===== src/rtl/alu_pkg.sv =====
// Shared definitions for the ALU arbiter slice: one-hot op encoding, op bit
// indices and the default operand width.
package alu_pkg;

    localparam int XLEN_DEFAULT = 32;

    localparam int OP_ADD_BIT = 0;
    localparam int OP_SUB_BIT = 1;
    localparam int OP_XOR_BIT = 2;
    localparam int OP_OR_BIT  = 3;
    localparam int OP_AND_BIT = 4;

    typedef enum logic [4:0] {
        ALU_ADD = 5'b00001 << OP_ADD_BIT,
        ALU_SUB = 5'b00001 << OP_SUB_BIT,
        ALU_XOR = 5'b00001 << OP_XOR_BIT,
        ALU_OR  = 5'b00001 << OP_OR_BIT,
        ALU_AND = 5'b00001 << OP_AND_BIT
    } alu_op_t;

endpackage


===== src/rtl/alu_arbiter_alu.sv =====
// Combinational ALU shared by both requesters. Any op that is not exactly
// one-hot produces a zero result with the error flag set.
module alu_arbiter_alu
    import alu_pkg::*;
#(
    parameter int XLEN = XLEN_DEFAULT
) (
    input  logic [4:0]      i_op,
    input  logic [XLEN-1:0] i_a,
    input  logic [XLEN-1:0] i_b,
    output logic [XLEN-1:0] o_result,
    output logic            o_err
);

    always_comb begin
        o_result = '0;
        o_err    = 1'b0;
        case (alu_op_t'(i_op))
            ALU_ADD: o_result = i_a + i_b;
            ALU_SUB: o_result = i_a - i_b;
            ALU_XOR: o_result = i_a ^ i_b;
            ALU_OR:  o_result = i_a | i_b;
            ALU_AND: o_result = i_a & i_b;
            default: o_err    = 1'b1;
        endcase
    end

endmodule


===== src/rtl/alu_arbiter.sv =====
// Two-requester round-robin front end for a shared ALU with a one-entry
// result register. Optional perf counters enabled by ALU_ARBITER_PERF_EN.
//
// state    | meaning
// ST_EMPTY | result register holds nothing, rsp_valid = 0
// ST_FULL  | result register holds a result, rsp_valid = 1
module alu_arbiter
    import alu_pkg::*;
#(
    parameter int XLEN  = XLEN_DEFAULT,
    parameter int TAG_W = 4
) (
    input  logic             clk,
    input  logic             rst_n,

    input  logic             req0_valid,
    output logic             req0_ready,
    input  logic [4:0]       req0_op,
    input  logic [XLEN-1:0]  req0_a,
    input  logic [XLEN-1:0]  req0_b,
    input  logic [TAG_W-1:0] req0_tag,

    input  logic             req1_valid,
    output logic             req1_ready,
    input  logic [4:0]       req1_op,
    input  logic [XLEN-1:0]  req1_a,
    input  logic [XLEN-1:0]  req1_b,
    input  logic [TAG_W-1:0] req1_tag,

`ifdef ALU_ARBITER_PERF_EN
    output logic [31:0]      grant_cnt0,
    output logic [31:0]      grant_cnt1,
    output logic [31:0]      stall_cnt,
`endif

    input  logic             rsp_ready,
    output logic             rsp_valid,
    output logic             rsp_id,
    output logic [TAG_W-1:0] rsp_tag,
    output logic [XLEN-1:0]  rsp_data,
    output logic             rsp_err
);

    localparam logic ST_EMPTY = 1'b0;
    localparam logic ST_FULL  = 1'b1;

    logic             r_state;
    logic             r_last;
    logic             r_id;
    logic [TAG_W-1:0] r_tag;
    logic [XLEN-1:0]  r_data;
    logic             r_err;

    logic             w_can_accept;
    logic             w_pick0;
    logic             w_pick1;
    logic             w_accept;
    logic [4:0]       w_op;
    logic [XLEN-1:0]  w_a;
    logic [XLEN-1:0]  w_b;
    logic [TAG_W-1:0] w_tag;
    logic [XLEN-1:0]  w_result;
    logic             w_err;

    // rst_n gates acceptance so no handshake completes while reset is held.
    assign w_can_accept = rst_n & ((r_state == ST_EMPTY) | rsp_ready);

    // r_last = 1 means requester 1 was granted most recently.
    assign w_pick0 = req0_valid & (~req1_valid | r_last);
    assign w_pick1 = req1_valid & (~req0_valid | ~r_last);

    assign req0_ready = w_can_accept & w_pick0;
    assign req1_ready = w_can_accept & w_pick1;
    assign w_accept   = req0_ready | req1_ready;

    always_comb begin
        w_op  = req0_op;
        w_a   = req0_a;
        w_b   = req0_b;
        w_tag = req0_tag;
        if (w_pick1) begin
            w_op  = req1_op;
            w_a   = req1_a;
            w_b   = req1_b;
            w_tag = req1_tag;
        end
    end

    alu_arbiter_alu #(
        .XLEN (XLEN)
    ) u_alu (
        .i_op     (w_op),
        .i_a      (w_a),
        .i_b      (w_b),
        .o_result (w_result),
        .o_err    (w_err)
    );

    always_ff @(posedge clk or negedge rst_n) begin
        if (!rst_n) begin
            r_state <= ST_EMPTY;
            r_last  <= 1'b1;
            r_id    <= 1'b0;
            r_tag   <= '0;
            r_data  <= '0;
            r_err   <= 1'b0;
        end else begin
            if (w_accept) begin
                r_state <= ST_FULL;
                r_last  <= req1_ready;
                r_id    <= req1_ready;
                r_tag   <= w_tag;
                r_data  <= w_result;
                r_err   <= w_err;
            end else if (rsp_ready) begin
                r_state <= ST_EMPTY;
            end
        end
    end

    assign rsp_valid = (r_state == ST_FULL);
    assign rsp_id    = r_id;
    assign rsp_tag   = r_tag;
    assign rsp_data  = r_data;
    assign rsp_err   = r_err;

`ifdef ALU_ARBITER_PERF_EN
    logic w_stall;

    assign w_stall = (req0_valid & ~req0_ready) | (req1_valid & ~req1_ready);

    always_ff @(posedge clk or negedge rst_n) begin
        if (!rst_n) begin
            grant_cnt0 <= '0;
            grant_cnt1 <= '0;
            stall_cnt  <= '0;
        end else begin
            if (req0_ready) grant_cnt0 <= grant_cnt0 + 32'd1;
            if (req1_ready) grant_cnt1 <= grant_cnt1 + 32'd1;
            if (w_stall)    stall_cnt  <= stall_cnt + 32'd1;
        end
    end
`endif

endmodule


===== config.mk =====
export PLATFORM = sky130hd
export DESIGN_NAME = alu_arbiter
export DESIGN_NICKNAME = d
export VERILOG_FILES = /design/src/rtl/alu_pkg.sv /design/src/rtl/alu_arbiter_alu.sv /design/src/rtl/alu_arbiter.sv
export SDC_FILE = /design/constraint.sdc
export NUM_CORES = 1
export LEC_CHECK = 0
export CORE_MARGIN = 4
export CORE_UTILIZATION = 54
export CTS_CLUSTER_DIAMETER = 30
export DETAILED_ROUTE_END_ITERATION = 10
export PLACE_DENSITY = 0.95
export SYNTH_ARGS = -nofsm -noshare
export SYNTH_HDL_FRONTEND = slang
export SYNTH_SLANG_ARGS = --single-unit

===== constraint.sdc =====
create_clock -name clk -period 13.1 [get_ports clk]
set_clock_uncertainty 0.05 [all_clocks]
set_input_delay 2.62 -clock clk [delete_from_list [all_inputs] [get_ports clk]]
set_output_delay 2.62 -clock clk [all_outputs]
set_load 0.03 [all_outputs]

==> report_table.html <==
<table>
<tr><th>Metric</th><th>Value</th></tr>
<tr><th colspan="2">Run status</th></tr>
<tr><td>Run status</td><td>finished clean</td></tr>
<tr><th colspan="2">Cells and area</th></tr>
<tr><td>Post-Layout Inst Area</td><td>8820 µm²</td></tr>
<tr><td>Final net count</td><td>1319</td></tr>
<tr><td>Filler Cell Count</td><td>893</td></tr>
<tr><td>Area used by multi-input combinational logic</td><td>5190 µm²</td></tr>
<tr><td>Core Util, Final</td><td>73.2%</td></tr>
<tr><td>Fraction of layout cells with a size suffix above 1</td><td>3.91%</td></tr>
<tr><td>Register cell area after layout</td><td>1000 µm²</td></tr>
<tr><td>Diode count</td><td>0</td></tr>
<tr><td>Post-synthesis to final-layout area growth</td><td>32.4%</td></tr>
<tr><td>Finished Layout Cells</td><td>1243</td></tr>
<tr><th colspan="2">Logic synthesis</th></tr>
<tr><td>Post-synthesis instance total</td><td>911</td></tr>
<tr><td>Synth Flop Type</td><td>sky130_fd_sc_hd__dfrtp_1</td></tr>
<tr><td>Arithmetic-cell share of the synthesized area counting full adders, half adders and majority gates</td><td>17.8%</td></tr>
<tr><td>Count of flip-flops with a built-in enable after synthesis</td><td>0</td></tr>
<tr><td>Asr flop ratio synth</td><td>100%</td></tr>
<tr><td>Combinational family with the most area after synthesis</td><td>simple AND/OR/NAND/NOR gates</td></tr>
<tr><td>Sequential share of the synthesized area</td><td>15.0%</td></tr>
<tr><td>Xor and xnor area share after synthesis</td><td>7.62%</td></tr>
<tr><td>Nets in the synthesized netlist</td><td>about 1200</td></tr>
<tr><td>Syn. warnings</td><td>0</td></tr>
<tr><td>Area share of the largest cell type after synthesis</td><td>~17%</td></tr>
<tr><td>Cell area after synthesis</td><td>6670 µm²</td></tr>
<tr><td>Yosys reg bits</td><td>40</td></tr>
<tr><td>Library cell occupying the most area in the post-synthesis netlist</td><td>sky130_fd_sc_hd__ha_1</td></tr>
<tr><td>Cell types occupying the most area after synthesis</td><td>sky130_fd_sc_hd__ha_1 17%, sky130_fd_sc_hd__dfrtp_1 15%, sky130_fd_sc_hd__nand2_1 7.4%</td></tr>
<tr><td>Count of distinct cell types in the synthesized netlist</td><td>68</td></tr>
<tr><td>Area fraction in compound gates after synthesis</td><td>22.0%</td></tr>
<tr><td>Portion of netlist area occupied by mux cells</td><td>6.03%</td></tr>
<tr><td>Mean post-synth cell area</td><td>7.32 µm²</td></tr>
<tr><td>Synth Area in Simple Gates</td><td>24.0%</td></tr>
<tr><th colspan="2">Timing</th></tr>
<tr><td>Worst hold-check slack</td><td>431 ps</td></tr>
<tr><td>Number of setup violations in the final report</td><td>0</td></tr>
<tr><td>Fin Setup TNS</td><td>0 ps</td></tr>
<tr><td>Final worst setup slack</td><td>5030 ps</td></tr>
<tr><td>Maximum operating frequency</td><td>124 MHz</td></tr>
<tr><td>Max-slew violation total from the final report</td><td>0</td></tr>
<tr><td>Unrepaired setup endpoints after global routing</td><td>false</td></tr>
<tr><td>Worst-case headroom to the max-slew limit</td><td>a little under two fifths</td></tr>
<tr><td>Final hold vios</td><td>0</td></tr>
<tr><td>Tcrit/Tclk final</td><td>between 60 and 70%</td></tr>
<tr><td>Minimum clock period</td><td>8070 ps</td></tr>
<tr><td>Actual transition at the worst max-transition pin</td><td>between 900 and 1000 ps</td></tr>
<tr><th colspan="2">Clocking</th></tr>
<tr><td>Clk Tree Root Cell</td><td>sky130_fd_sc_hd__clkbuf_16</td></tr>
<tr><td># hold bufs at CTS</td><td>0</td></tr>
<tr><td>Buffers inserted by post-CTS timing repair</td><td>0</td></tr>
<tr><td>Post_cts resized</td><td>0</td></tr>
<tr><td>Total number of clock tree sinks</td><td>40</td></tr>
<tr><td>Num CTS Buffers</td><td>5</td></tr>
<tr><td>Clk pin slew, worst setup/hold paths</td><td>60 ps</td></tr>
<tr><td>TritonCTS clock tree</td><td>yes</td></tr>
<tr><td>Clock latency reported for the late side of the worst-skew pair</td><td>280 ps</td></tr>
<tr><td>Number of buffers between clock root and the deepest sink</td><td>2</td></tr>
<tr><td>Htree depth</td><td>2</td></tr>
<tr><th colspan="2">Global route</th></tr>
<tr><td>Pin count of the biggest net entering global routing</td><td>56</td></tr>
<tr><td>Overall routing resource usage</td><td>between 20% and 30%</td></tr>
<tr><td>Total grt overflow</td><td>0</td></tr>
<tr><td>Via count of the first global-routing pass</td><td>7408</td></tr>
<tr><td>First-pass GRT wire length</td><td>34800 µm</td></tr>
<tr><td>Number of antenna violations at the first check in global routing</td><td>0</td></tr>
<tr><th colspan="2">Worst hold path</th></tr>
<tr><td>HP Class</td><td>flip-flop to flip-flop</td></tr>
<tr><th colspan="2">Die</th></tr>
<tr><td>Row cnt</td><td>40</td></tr>
<tr><td>Starting density of the core</td><td>55.3%</td></tr>
<tr><td>Core Box Area</td><td>between 10000 and 15000 µm²</td></tr>
<tr><td>Num ports</td><td>192</td></tr>
<tr><td>Die width</td><td>119 µm</td></tr>
<tr><td>Die Outline Area</td><td>14200 µm²</td></tr>
<tr><td>Vertical die dimension</td><td>about 120 µm</td></tr>
<tr><th colspan="2">Route</th></tr>
<tr><td>Avg Vias per Cell</td><td>5.91</td></tr>
<tr><td>Average wire per cell in the routed design</td><td>roughly 17 µm</td></tr>
<tr><td>Post-DRT Antenna Nets</td><td>0</td></tr>
<tr><td>Detailed-router iteration count before antenna repair</td><td>5</td></tr>
<tr><td>Initial drt markers</td><td>710</td></tr>
<tr><td>DRC violation count after routing</td><td>0</td></tr>
<tr><td>Routed vias</td><td>7352</td></tr>
<tr><td>Total detailed-routing wirelength</td><td>21300 µm</td></tr>
<tr><th colspan="2">Critical path</th></tr>
<tr><td>Critical path launch point type</td><td>input pin</td></tr>
<tr><td>Required time of the critical path</td><td>13160 ps</td></tr>
<tr><td>Capturing element type of the critical path</td><td>flip-flop</td></tr>
<tr><td>Arrival time reported for the critical path endpoint</td><td>a little over 8000 ps</td></tr>
<tr><td>Critical Setup Path Class</td><td>input pin to flip-flop</td></tr>
<tr><td>CP Max Fanout</td><td>48</td></tr>
<tr><th colspan="2">Place</th></tr>
<tr><td>Total placed cells including tap cells</td><td>1235</td></tr>
<tr><td>Total of buffers placed on input and output ports</td><td>191</td></tr>
<tr><td>Instance area at placement</td><td>8690 µm²</td></tr>
<tr><td>Pre-CTS setup slack</td><td>about 4800 ps</td></tr>
<tr><td>Placer's final routability congestion estimate</td><td>0.933</td></tr>
<tr><td>HPWL reported at the end of detailed placement</td><td>16500 µm</td></tr>
<tr><th colspan="2">Power</th></tr>
<tr><td>Pwr/cell area</td><td>just under 90 nW/µm²</td></tr>
<tr><td>Total leakage power</td><td>3.98 nW</td></tr>
<tr><td>Overall power after layout</td><td>between 0.7 and 0.8 mW</td></tr>
<tr><td>Worst vdd ir</td><td>0.0523 mV</td></tr>
<tr><th colspan="2">Run</th></tr>
<tr><td>Max-cap violations</td><td>0</td></tr>
</table>
## cells in the mapped netlist (all sizes together), types with 6 or more instances
library cell and instances:
nor3b 8, a221oi 25, nand3 9, o21ai 49, nand4 12, nand2 132, mux2i 34, dfrtp 39
buf 13, inv 81, a21o 10, ha 93, o221ai 8, xor2 11, clkbuf 32, a21oi 56
xnor2 47, a22oi 9, nor4 6, nor3 24, nor2 82, a31oi 13, and2 39, nand2b 7
nor2b 6
## report_power, final
group	total (mW)	internal [mW]	leakage (nW)	switching [mW]
clock	0.124	0.0707	0.0679	0.0533
combinational	0.496	0.215	3.38	0.281
sequential	0.143	0.135	0.532	0.00733
## worst paths after layout
kind	start	slack [ps]	endpoint	depth (start not counted)
setup / recovery	req0_valid	5030	rsp_data[31]$_DFFE_PN0P_	19
hold / removal	rsp_data[17]$_DFFE_PN0P_	430	rsp_data[17]$_DFFE_PN0P_	2
setup reg to reg	r_last$_DFFE_PN1P_	7410	rsp_data[31]$_DFFE_PN0P_	18
hold reg to reg	rsp_data[17]$_DFFE_PN0P_	430	rsp_data[17]$_DFFE_PN0P_	2
max in group asynchronous	rst_n	10230	rsp_data[27]$_DFFE_PN0P_	2
min in group asynchronous	rst_n	2370	rsp_tag[3]$_DFFE_PN0P_	2
## layer usage
metal	up-vias	wire length [µm]	GRT usage [%]
met3	58	1600	3.80
met5	-	0	0
met4	0	505	8.69
met1	3429	9010	36.6
li1	3508	-	-
met2	357	10200	51.7
## final cells by class
| type | instances | area share [%] |
|---|---|---|
| timing repair buffer | 201 | 22.5 |
| tap | 168 | 2.38 |
| multi-input combinational | 745 | 58.8 |
| clock inverter | 1 | 0.0567 |
| sequential | 40 | 11.4 |
| clock buffer | 7 | 1.50 |
| inverter | 81 | 3.45 |
## cells in the final DEF (no fill, tap or decap), drive strengths merged, types with 3 or more instances in the layout
cell type / count
a2111oi: 3
a211oi: 5
a21o: 10
a21oi: 56
a221oi: 25
a22oi: 9
a31o: 3
a31oi: 13
and2: 39
and3: 3
buf: 11
clkbuf: 7
clkdlybuf4s50: 190
dfrtp: 39
ha: 93
inv: 81
mux2: 4
mux2i: 34
nand2: 132
nand2b: 7
nand3: 9
nand3b: 4
nand4: 12
nor2: 82
nor2b: 6
nor3: 24
nor3b: 8
nor4: 6
o2111ai: 5
o211ai: 3
o21a: 5
o21ai: 49
o21bai: 3
o221ai: 8
o31a: 3
xnor2: 47
xor2: 11
## cells by family after synthesis
family | count (synthesis)
buffers and inverters | 126
AO/OA/AOI/OAI | 216
AND/OR/NAND/NOR | 339
multiplexers | 38
XOR/XNOR | 58
adder cells (fa/ha/maj) | 94
flip-flops | 40
## registers in the layout (all words and copies together) (netlist names)
name,count
rsp_id,1
rsp_valid,1
rsp_data,32
rsp_err,1
r_last,1
rsp_tag,4
## worst max-delay path, cell delays in order
cell and delay, ps:
sky130_fd_sc_hd__clkdlybuf4s50_1 600, sky130_fd_sc_hd__a21bo_4 470, sky130_fd_sc_hd__buf_4 590, sky130_fd_sc_hd__mux2i_1 440
sky130_fd_sc_hd__nand4_1 300, sky130_fd_sc_hd__nor3_1 390, sky130_fd_sc_hd__nand2_1 130, sky130_fd_sc_hd__nor3_1 260
sky130_fd_sc_hd__a21oi_1 130, sky130_fd_sc_hd__xnor2_1 160, sky130_fd_sc_hd__ha_1 360, sky130_fd_sc_hd__a211oi_1 230
sky130_fd_sc_hd__o21ai_0 140, sky130_fd_sc_hd__o2111ai_1 250, sky130_fd_sc_hd__o21ai_0 150, sky130_fd_sc_hd__a41o_2 340
sky130_fd_sc_hd__a31oi_1 230, sky130_fd_sc_hd__xnor2_1 150, sky130_fd_sc_hd__o221ai_1 140
Note: power is estimated with default switching activity, not from simulation.
